$ cat config.mk
export PLATFORM = sky130hd
export DESIGN_NAME = piso_serializer_16
export DESIGN_NICKNAME = d
export VERILOG_FILES = /design/src/rtl/piso_pkg.sv /design/src/rtl/mux_16_1.sv /design/src/rtl/piso_serializer_16.sv
export SDC_FILE = /design/constraint.sdc
export NUM_CORES = 1
export LEC_CHECK = 0
export ABC_AREA = 1
export BUFFER_PORTS_ARGS = -buffer_cell sky130_fd_sc_hd__buf_2
export CAP_MARGIN = 30
export CORE_MARGIN = 2
export CORE_UTILIZATION = 47
export DETAILED_ROUTE_END_ITERATION = 10
export PLACE_DENSITY = 0.74
export SETUP_SLACK_MARGIN = 0.05
export SYNTH_ARGS = -nofsm -noshare
export SYNTH_HDL_FRONTEND = slang
export SYNTH_SLANG_ARGS = --single-unit
export TNS_END_PERCENT = 30
$ cat constraint.sdc
create_clock -name clk -period 1.4 [get_ports clk]
set_input_delay 0.21 -clock clk [delete_from_list [all_inputs] [get_ports clk]]
set_output_delay 0.21 -clock clk [all_outputs]
set_load 0.05 [all_outputs]
$ cat src/rtl/piso_pkg.sv
// Shared types and constants for the 16-bit PISO framer.
// Optional build macro: PISO_PARITY_EN appends an even-parity bit to every frame.
package piso_pkg;

    localparam int DATA_W = 16;
    localparam int SEL_W  = 4;

`ifdef PISO_PARITY_EN
    localparam int LAST_IDX = 16;
    localparam int CNT_W    = 5;
`else
    localparam int LAST_IDX = 15;
    localparam int CNT_W    = 4;
`endif

    typedef enum logic {
        IDLE  = 1'b0,
        SHIFT = 1'b1
    } state_t;

endpackage

$ cat src/rtl/mux_16_1.sv
// 16:1 bit multiplexer used by the PISO framer to pick the outgoing bit.
module mux_16_1
    import piso_pkg::*;
(
    input  logic [DATA_W-1:0] in,
    input  logic [SEL_W-1:0]  sel,
    output logic              out
);

    // Select one bit of the input word
    always_comb out = in[sel];

endmodule

$ cat src/rtl/piso_serializer_16.sv
// Parallel-in/serial-out framer: accepts a 16-bit word over valid/ready and
// steps the mux select once per clock, framing the stream with valid,
// start and done strobes. Pause freezes the stream in place.
// Optional build macro: PISO_PARITY_EN adds a 17th even-parity bit.
module piso_serializer_16
    import piso_pkg::*;
(
    input  logic              clk,
    input  logic              rst,
    input  logic              load_valid,
    output logic              load_ready,
    input  logic [DATA_W-1:0] load_data,
    input  logic              msb_first,
    input  logic              pause,
    output logic              ser_out,
    output logic              ser_valid,
    output logic              frame_start,
    output logic              frame_done,
    output logic [SEL_W-1:0]  sel
);

    state_t            state;
    logic [CNT_W-1:0]  cnt;
    logic [DATA_W-1:0] data_q;
    logic              dir_q;

    logic              active;
    logic              last_bit;
    logic              accept;
    logic              mux_out;
    logic [SEL_W-1:0]  sel_c;

    mux_16_1 u_mux (
        .in  (data_q),
        .sel (sel_c),
        .out (mux_out)
    );

    // Handshake and frame-position decode from registered state
    always_comb begin
        active     = (state == SHIFT) && !rst;
        last_bit   = (cnt == CNT_W'(LAST_IDX));
        load_ready = !rst && ((state == IDLE) ||
                              ((state == SHIFT) && last_bit && !pause));
        accept     = load_valid && load_ready;
    end

    // Mux select: counts up for LSB-first, down (15-cnt == ~cnt) for MSB-first
    always_comb begin
        sel_c = '0;
        if (state == SHIFT) begin
            sel_c = dir_q ? ~cnt[SEL_W-1:0] : cnt[SEL_W-1:0];
`ifdef PISO_PARITY_EN
            // Parity slot keeps the select parked on the last data bit
            if (cnt == CNT_W'(DATA_W))
                sel_c = dir_q ? '0 : '1;
`endif
        end
    end

    // Serial outputs and strobes; all forced low while reset is held
    always_comb begin
        sel         = active ? sel_c : '0;
        ser_out     = active ? mux_out : 1'b0;
`ifdef PISO_PARITY_EN
        if (active && (cnt == CNT_W'(DATA_W)))
            ser_out = ^data_q;
`endif
        ser_valid   = active && !pause;
        frame_start = active && !pause && (cnt == '0);
        frame_done  = active && !pause && last_bit;
    end

    // Frame FSM: capture on accept, advance unless paused, reload or idle at end
    always_ff @(posedge clk) begin
        if (rst) begin
            state  <= IDLE;
            cnt    <= '0;
            data_q <= '0;
            dir_q  <= 1'b0;
        end else begin
            case (state)
                IDLE: begin
                    if (accept) begin
                        data_q <= load_data;
                        dir_q  <= msb_first;
                        cnt    <= '0;
                        state  <= SHIFT;
                    end
                end
                SHIFT: begin
                    if (!pause) begin
                        if (last_bit) begin
                            cnt <= '0;
                            if (accept) begin
                                data_q <= load_data;
                                dir_q  <= msb_first;
                            end else begin
                                state <= IDLE;
                            end
                        end else begin
                            cnt <= cnt + 1'b1;
                        end
                    end
                end
                default: begin
                    state <= IDLE;
                    cnt   <= '0;
                end
            endcase
        end
    end

endmodule
==> results of run 1 <==
worst max-delay path by stage:
stage,slack (ns),start,end,cells after the start
2_1_floorplan,-0.47,state,frame_start,7
3_3_place_gp,-0.28,dir_q,ser_out,10
3_5_place_dp,-0.39,dir_q,ser_out,10
4_1_cts,-0.50,dir_q,ser_out,9
5_1_grt,-0.64,dir_q,ser_out,10
6_report,-0.57,dir_q,ser_out,10
registers in the layout (all words and copies together) (netlist names):
name    cells
state       1
data_q     16
cnt         4
dir_q       1
layout make-up:
| type | count | area, sq um |
|---|---|---|
| fill | 169 | 443 |
| tap | 30 | 37.5 |
| timing repair inverter | 1 | 11.3 |
| sequential | 22 | 455 |
| clock buffer | 3 | 22.5 |
| timing repair buffer | 62 | 495 |
| multi-input combinational | 131 | 886 |
| inverter | 19 | 96.3 |
| clock inverter | 1 | 30.0 |
logic make-up (layout without fill, tap and decap cells):
logic type | after synthesis | count (layout) | synth area share
flops | 22 | 22 | 0.356
buf+inv | 26 | 86 | 0.119
compound gates | 16 | 16 | 0.0869
fa+ha+maj | 2 | 2 | 0.0202
simple gates | 110 | 113 | 0.418
power groups by stage:
| stage | clock network (uW) | registers [uW] | logic, uW |
|---|---|---|---|
| 2_1_floorplan | 0 | 696 | 203 |
| 3_3_place_gp | 0 | 703 | 294 |
| 3_5_place_dp | 0 | 704 | 303 |
| 4_1_cts | 515 | 689 | 366 |
| 5_1_grt | 540 | 697 | 465 |
| 6_report | 521 | 694 | 437 |
timing repair:
action | in CTS | in global routing
endpoints found under the setup margin | 27 | 30
gates cloned | 1 | 3
gates resized for setup | 54 | 27
buffers inserted | 7 | 3
pin swaps | 14 | 13
layer usage:
layer	global-route usage	up-vias
met5	0	-
met4	0.125	0
met3	0.0398	12
met2	0.452	82
met1	0.330	726
li1	-	708
synth_stat cells:
cell type | number | area (sq um)
nand2_1 | 51 | 191
nand3_1 | 31 | 155
dfxtp_1 | 22 | 440
inv_1 | 16 | 60.1
nor2_1 | 12 | 45.0
nand4_1 | 6 | 37.5
a21oi_1 | 4 | 20.0
o21ai_0 | 4 | 20.0
a21oi_2 | 3 | 26.3
o21ai_2 | 3 | 26.3
buf_6 | 2 | 22.5
ha_1 | 2 | 25.0
inv_2 | 2 | 7.51
nand2_2 | 2 | 12.5
nand2_4 | 2 | 22.5
nor2_2 | 2 | 12.5
buf_12 | 1 | 20.0
buf_2 | 1 | 5.00
buf_4 | 1 | 7.51
buf_8 | 1 | 15.0
clkbuf_1 | 1 | 3.75
inv_4 | 1 | 6.26
nand3_4 | 1 | 17.5
nor2_4 | 1 | 11.3
nor4_1 | 1 | 6.26
o211ai_1 | 1 | 7.51
o31ai_1 | 1 | 7.51
or2_2 | 1 | 6.26
metrics by stage:
stage               setup TNS, ns  hold slack (ns)  area (sq um)  setup slack [ns]  utilization
floorplan                   -6.24            0.320          1300            -0.469            -
global placement            -3.77            0.405          1590            -0.281        0.642
detailed placement          -5.10            0.409          1590            -0.388        0.642
CTS                         -6.36           0.0646          1880            -0.496        0.759
global route                -9.71           0.0528          2030            -0.644        0.821
finish                      -7.78           0.0666          2030            -0.567        0.821
worst max-delay path, stage by stage, from the launching register on:
cell	delay [ns]
dfxtp_4	0.43
inv_4	0.06
nand2_4	0.09
buf_12	0.12
nand4_1	0.08
nand3_1	0.13
nand3_1	0.10
nand2_1	0.13
nor2_4	0.05
nor2_4	0.08
buf_6	0.16
==> flow_metrics.py, run 1 <==
metrics = {
    "sta": {
        "slew_viol_final": 0,
        "final_hold_viol_count": 0,
        "finalClockSkew_ns": 0.0119,
        "setup_ws_ns": -0.567,
        "maxSlewHeadroom": 0.825,
        "rsz0062_at_grt": "yes",
        "period_share": 1.41,
        "fmax_mhz": 508,
        "period_needed_ns": 1.97,
        "setup_viol": 26,
        "max_slew.worst_pin.slew_ns": 0.262,
    },
    "cells_and_area": {
        "n_antenna_cell": 0,
        "layout_common_cells": "41 x nand2_1, 26 x buf_4, 24 x nand3_1",
        "final_nets": 263,
        "final_common_cell": "nand2_1",
        "stdcell_count": 269,
        "synthToLayoutAreaGrowth_pct": 64.2,
        "drive_gt1_frac": 0.544,
    },
    "global_routing": {
        "grt-ovfl-total": 0,
        "grt_antenna_before_repair": 0,
        "grt_pass1_vias": 1430,
        "grt_max_degree": 22,
        "grt_pass1_wl_microns": 6490,
        "grt_usage": 0.267,
    },
    "hold_path": {
        "hold_depth": 3,
        "hold_end": "data_q[0]",
        "hp-class": "in -> reg",
        "min_from": "load_data[0]",
    },
    "routing": {
        "wl_per_cell_microns": 17.5,
        "drt-pass1-iter-count": 4,
        "routed_wirelength_microns": 4710,
        "num_vias": 1528,
        "m1WireLength_microns": 1900,
        "top_layer": "met4",
        "drc": 0,
        "ant_nets": 0,
        "viasPerCell": 5.68,
        "met3_length_microns": 347,
        "wl_met2_microns": 2350,
        "drtIter0Drc": 71,
    },
    "power_and_ir_drop": {
        "power.internal_uw": 1130,
        "pwr-share-comb": 0.264,
        "seqPwrFrac": 0.420,
        "fin_total_pwr_uw": 1650,
        "vdd_drop_max_mv": 0.798,
        "switching_share": 0.313,
        "clockPowerShare": 0.315,
        "p_switching_uw": 516,
        "leakagePower_uw": 0.000952,
        "p_per_area_nw_per_um2": 812,
    },
    "status": {
        "violations": "setup timing",
        "status": "finished, violations left",
    },
    "die": {
        "dieArea_sq_um": 3060,
        "placementRows": 18,
        "start_util": 0.500,
        "die_width_microns": 55.3,
        "dieHeight_microns": 55.3,
        "core_sq_um": 2480,
        "num_io_pins": 30,
    },
    "yosys": {
        "synth_nets": 199,
        "yosysSeqAreaShare": 0.356,
        "ys_warn_count": 0,
        "ys_ff_latch": 22,
        "ys_types": 28,
        "postSynthAreaPerCell_sq_um": 7.04,
        "synthCells": 176,
        "syn_area_sq_um": 1240,
    },
    "clock_tree": {
        "cts_tree": "built",
        "clk_path_buf_depth": 2,
        "ctsHoldBuffers": 0,
        "root_buffer": "clkbuf_4",
        "cts.sinks": 22,
        "path_clk_slew_ns": 0.15,
        "h-tree-depth": 1,
        "clk_latency_ns": 0.33,
        "cts_made_buffers": 3,
    },
    "setup_path": {
        "rr_worst_depth": 11,
        "r2r_setup_slack_ns": -0.28,
        "crit_type": "reg -> out",
        "required_ns": 1.19,
        "timing.rr.end": "data_q[2]",
        "cp-start-kind": "register",
        "cp-end-kind": "output pin",
        "crit_fanout": 6,
        "r2r-start": "cnt[0]",
        "arrival_ns": 1.76,
    },
    "placed_design": {
        "place.gp.congestion": 0.842,
        "io_buffer_count": 29,
        "dp_hpwl_microns": 2530,
        "place_inst": 251,
    },
    "run": {
        "maxCapViolations": 0,
    },
}
No activity file was read; power rests on OpenSTA's default activity.
==> run 2: changes to the inputs <==
HOLD_SLACK_MARGIN = 0.08   (was not set)
PLACE_DENSITY = 0.8   (was 0.74)
==> run 2 against run 1 <==
The run still ends with setup timing left. Wire length increased by 15%. Non-clock buffer count increased by 16. Utilization increased by 6.7 points. Global-route usage decreased by 2.2 points. Via count increased by 7.0%. Sequential power increased by 0.6%. Final cell count increased by 5.6%. Die area unchanged. Final area increased by 8.1%. Hold slack improved by 0.015 ns. Critical path type unchanged. Largest power group unchanged.
==> flow_metrics.py, run 2 (synthesized netlist as in run 1, its figures left out) <==
metrics = {
    "sta": {
        "period_needed_ns": 2.09,
        "max_slew.worst_pin.slew_ns": 0.288,
        "slew_viol_final": 0,
        "setup_ws_ns": -0.685,
        "rsz0062_at_grt": "yes",
        "final_hold_viol_count": 0,
        "fmax_mhz": 480,
        "finalClockSkew_ns": 0.0147,
        "maxSlewHeadroom": 0.808,
        "setup_viol": 26,
        "period_share": 1.49,
    },
    "die": {
        "core_sq_um": 2480,
        "dieHeight_microns": 55.3,
        "placementRows": 18,
        "die_width_microns": 55.3,
        "start_util": 0.500,
        "dieArea_sq_um": 3060,
        "num_io_pins": 30,
    },
    "run": {
        "maxCapViolations": 0,
    },
    "routing": {
        "routed_wirelength_microns": 5400,
        "drc": 0,
        "wl_per_cell_microns": 19.0,
        "drtIter0Drc": 172,
        "drt-pass1-iter-count": 4,
        "num_vias": 1635,
        "ant_nets": 0,
        "viasPerCell": 5.76,
    },
    "status": {
        "status": "finished, violations left",
        "violations": "setup timing",
    },
    "cells_and_area": {
        "n_antenna_cell": 0,
        "drive_gt1_frac": 0.567,
        "regMostFlops": "data_q",
        "synthToLayoutAreaGrowth_pct": 77.6,
        "layout_common_cells": "36 x nand2_1, 32 x buf_4, 23 x nand3_1",
        "final_nets": 278,
        "reg_top3": "data_q: 16 flops, cnt: 4 flops",
        "largest_reg_flops": 16,
        "final_common_cell": "nand2_1",
        "final_area_sq_um": 2200,
        "stdcell_count": 284,
    },
    "setup_path": {
        "crit_chain": "inv_4, nand2_4, nand3_4, buf_6, nand2_2, nand3_1, nand3_1, nand3_2, nand2_2, nor2_4, buf_6",
        "crit_type": "reg -> out",
        "cp_slowest_cell": "dfxtp_4",
        "cp-end-kind": "output pin",
        "cp-start-kind": "register",
        "slowest_delay_ns": 0.40,
        "crit_fanout": 6,
        "arrival_ns": 1.88,
        "required_ns": 1.19,
    },
    "placed_design": {
        "place_inst": 252,
        "dp_hpwl_microns": 2260,
        "place_area_sq_um": 1600,
        "io_buffer_count": 29,
        "place.gp.congestion": 0.901,
    },
    "clock_tree": {
        "path_clk_slew_ns": 0.14,
        "cts.sinks": 22,
        "clk_latency_ns": 0.33,
        "cts_made_buffers": 3,
        "h-tree-depth": 1,
        "clk_path_buf_depth": 2,
        "cts_tree": "built",
        "root_buffer": "clkbuf_4",
    },
    "global_routing": {
        "grt-ovfl-total": 0,
        "grt_pass1_wl_microns": 6050,
        "grt_max_degree": 22,
        "grt_pass1_vias": 1351,
        "grt_usage": 0.245,
        "grt_antenna_before_repair": 0,
    },
    "power_and_ir_drop": {
        "vdd_drop_max_mv": 0.742,
        "p_per_area_nw_per_um2": 714,
        "leakagePower_uw": 0.00103,
    },
    "hold_path": {
        "hp-class": "in -> reg",
    },
}
[run 2: where the power goes]
part | switching, uW | total, uW | internal [uW]
Combinational | 277 | 495 | 218
Clock | 218 | 378 | 159
Sequential | 36.3 | 698 | 661
Total | 532 | 1570 | 1040
[run 2: worst paths after layout]
kind                                    from         to  slack [ns]  depth (start not counted)
worst max-delay path                   dir_q    ser_out       -0.69                         11
worst min-delay path            load_data[3]  data_q[3]        0.08                          3
worst max register to register        cnt[0]  data_q[3]       -0.32                         12
worst min register to register     data_q[9]  data_q[9]        0.48                          2
[run 2: timing repair]
item / 4_1_cts / 5_1_grt
pin swaps: 14 / 16
setup buffers: 8 / 10
resized for setup: 57 / 39
endpoints found under the hold margin: 4 / 4
hold buffers: 4 / 4
endpoints found under the setup margin: 26 / 31
gates cloned: 0 / 3
[run 2: per-layer routing]
| layer | up-vias | share of wire | GRT usage |
|---|---|---|---|
| li1 | 736 | - | - |
| met1 | 772 | 0.41 | 0.314 |
| met2 | 102 | 0.49 | 0.393 |
| met3 | 25 | 0.073 | 0.0562 |
| met4 | 0 | 0.034 | 0.101 |
| met5 | - | 0 | 0 |
[run 2: cell type report]
cell class / count / area, sq um
multi-input cells: 130 / 910
repair buffers: 78 / 651
flip-flops and latches: 22 / 455
fillers: 119 / 278
inverters: 19 / 93.8
well taps: 30 / 37.5
clock buffers: 4 / 36.3
repair inverters: 1 / 16.3
[run 2: critical path, delay by kind of cell (launching register included)]
kind	cells	cell delay (ns)
buffers and inverters	3	0.40
DFF	1	0.40
and+or+nand+nor	8	0.73
[run 2: through the flow]
stage	setup WS, ns	hold slack, ns	power (uW)	setup TNS [ns]	util
global placement	-0.310	0.403	992	-4.22	0.645
global route	-0.758	0.0847	1630	-10.80	0.888
CTS	-0.476	0.0828	1430	-6.15	0.770
floorplan	-0.469	0.320	899	-6.24	-
finish	-0.685	0.0814	1570	-8.80	0.888
detailed placement	-0.384	0.409	999	-4.63	0.645
==> run 3: changes to the inputs <==
==> constraint.sdc (replaced) <==
create_clock -name clk -period 1.4 [get_ports clk]
set_input_delay 0 -clock clk [delete_from_list [all_inputs] [get_ports clk]]
set_output_delay 0 -clock clk [all_outputs]
set_load 0.05 [all_outputs]
==> run 3 against run 2 <==
The run still ends with setup timing left. Final cell count decreased by 0.35%. Combinational power decreased by 6.9%. Critical path depth down 2.
==> flow_metrics.py, run 3 (synthesized netlist as in run 1, its figures left out) <==
metrics = {
    "status": {
        "status": "finished, violations left",
        "violations": "setup timing",
    },
    "placed_design": {
        "io_buffer_count": 29,
        "dp_hpwl_microns": 2310,
        "place.gp.congestion": 0.849,
    },
    "setup_path": {
        "crit_buf_inv": 2,
        "r2r-start": "cnt[0]",
        "required_ns": 1.40,
        "slowest_delay_ns": 0.48,
        "crit_fanout": 5,
        "cp_top_family": "simple AND/OR/NAND/NOR gates",
        "cp-start-kind": "register",
        "startpoint": "cnt[2]",
        "crit_type": "reg -> out",
        "crit_chain": "or2_2, nand2_1, nor2_1, inv_1, nand2_1, nor2_1, nor2_2, nor2_4, buf_6",
        "arrival_ns": 1.83,
        "cp_slowest_cell": "dfxtp_1",
        "cp-end-kind": "output pin",
    },
    "cells_and_area": {
        "n_antenna_cell": 0,
        "final_nets": 277,
        "fin_util": 0.869,
        "final_common_cell": "nand2_1",
        "drive_gt1_frac": 0.443,
        "reg_top3": "data_q: 16 flops, cnt: 4 flops",
        "fill_cells": 121,
        "largest_reg_flops": 16,
        "synthToLayoutAreaGrowth_pct": 73.7,
        "layout_common_cells": "45 x nand2_1, 26 x nand3_1, 20 x dlygate4sd3_1, 20 x buf_2, 20 x buf_4",
        "regMostFlops": "data_q",
    },
    "sta": {
        "period_needed_ns": 1.83,
        "finalClockSkew_ns": 0.00267,
        "setup_viol": 27,
        "max_slew.worst_pin.slew_ns": 0.331,
        "period_share": 1.31,
        "final_hold_viol_count": 0,
        "slew_viol_final": 0,
        "rsz0062_at_grt": "yes",
        "fmax_mhz": 546,
        "tns_ns": -7.11,
        "setup_ws_ns": -0.430,
        "maxSlewHeadroom": 0.779,
    },
    "clock_tree": {
        "clk_latency_ns": 0.31,
        "h-tree-depth": 1,
        "path_clk_slew_ns": 0.13,
        "root_buffer": "clkbuf_4",
        "clk_path_buf_depth": 2,
        "cts_tree": "built",
        "cts.sinks": 22,
        "cts_made_buffers": 3,
    },
    "die": {
        "num_io_pins": 30,
        "dieArea_sq_um": 3060,
        "dieHeight_microns": 55.3,
        "placementRows": 18,
        "start_util": 0.500,
        "die_width_microns": 55.3,
        "core_sq_um": 2480,
    },
    "routing": {
        "ant_nets": 0,
        "wl_per_cell_microns": 17.4,
        "drtIter0Drc": 159,
        "drc": 0,
        "viasPerCell": 5.82,
        "drt-pass1-iter-count": 6,
        "num_vias": 1647,
        "routed_wirelength_microns": 4920,
    },
    "global_routing": {
        "grt_antenna_before_repair": 0,
        "grt_usage": 0.269,
        "grt_max_degree": 22,
        "grt_pass1_vias": 1443,
        "grt_pass1_wl_microns": 6560,
        "grt-ovfl-total": 0,
    },
    "power_and_ir_drop": {
        "vdd_drop_max_mv": 0.664,
        "leakagePower_uw": 0.00101,
        "p_per_area_nw_per_um2": 683,
    },
    "hold_path": {
        "min_from": "rst",
        "hp-class": "in -> reg",
    },
    "run": {
        "maxCapViolations": 0,
    },
}
-- run 3: cell count changes in the layout (fill, tap and decap cells not counted), sizes merged --
| cell | change |
|---|---|
| inv | +1 |
| dlygate4sd3 | +12 |
| clkinv | -1 |
| buf | -14 |
| nand3 | +1 |
-- run 3: what timing repair did --
item | 4_1_cts | 5_1_grt
resized for setup | 46 | 24
cloned | 1 | 3
pin swaps | 12 | 10
endpoints found under the hold margin | 20 | 0
buffers inserted | 5 | 3
endpoints found under the setup margin | 26 | 28
hold buffers | 20 | 0
-- run 3: worst paths after layout --
path / slack (ns) / to / cells after the start
setup / recovery: -0.43 / ser_out / 9
hold / removal: 0.13 / cnt[1] / 2
setup reg to reg: -0.36 / data_q[7] / 12
hold reg to reg: 0.47 / data_q[10] / 2
-- run 3: stage by stage --
stage	hold WS (ns)	worst slack, ns	instances	total power [uW]	instance area, sq um
6_report	0.129	-0.430	283	1470	2150
5_1_grt	0.113	-0.530	283	1540	2150
4_1_cts	0.0951	-0.335	277	1380	2000
3_5_place_dp	0.197	-0.224	248	995	1570
3_3_place_gp	0.196	-0.183	248	989	1570
2_1_floorplan	0.0590	-0.260	176	897	1310
-- run 3: final cells by class --
cell class,instances,area [sq um],share of cell area
Inverter,19,93.8,0.0436
Sequential cell,22,455,0.212
Timing Repair Buffer,76,654,0.304
Timing Repair inverter,1,8.76,0.00407
Multi-Input combinational cell,131,876,0.407
Tap cell,30,37.5,0.0174
Clock buffer,4,26.3,0.0122
-- run 3: metal layers --
layer | share of wire | vias to the layer above | global-route usage
li1 | - | 736 | -
met3 | 0.11 | 40 | 0.0562
met5 | 0 | - | 0
met2 | 0.44 | 148 | 0.430
met4 | 0.066 | 0 | 0.122
met1 | 0.38 | 723 | 0.345
-- run 3: power by group --
part	internal [uW]	switching, uW	leakage [uW]	total (uW)
registers	661	32.6	0.000183	694
clock network	112	203	0.0000150	315
logic	205	256	0.000810	461
total	978	492	0.00101	1470
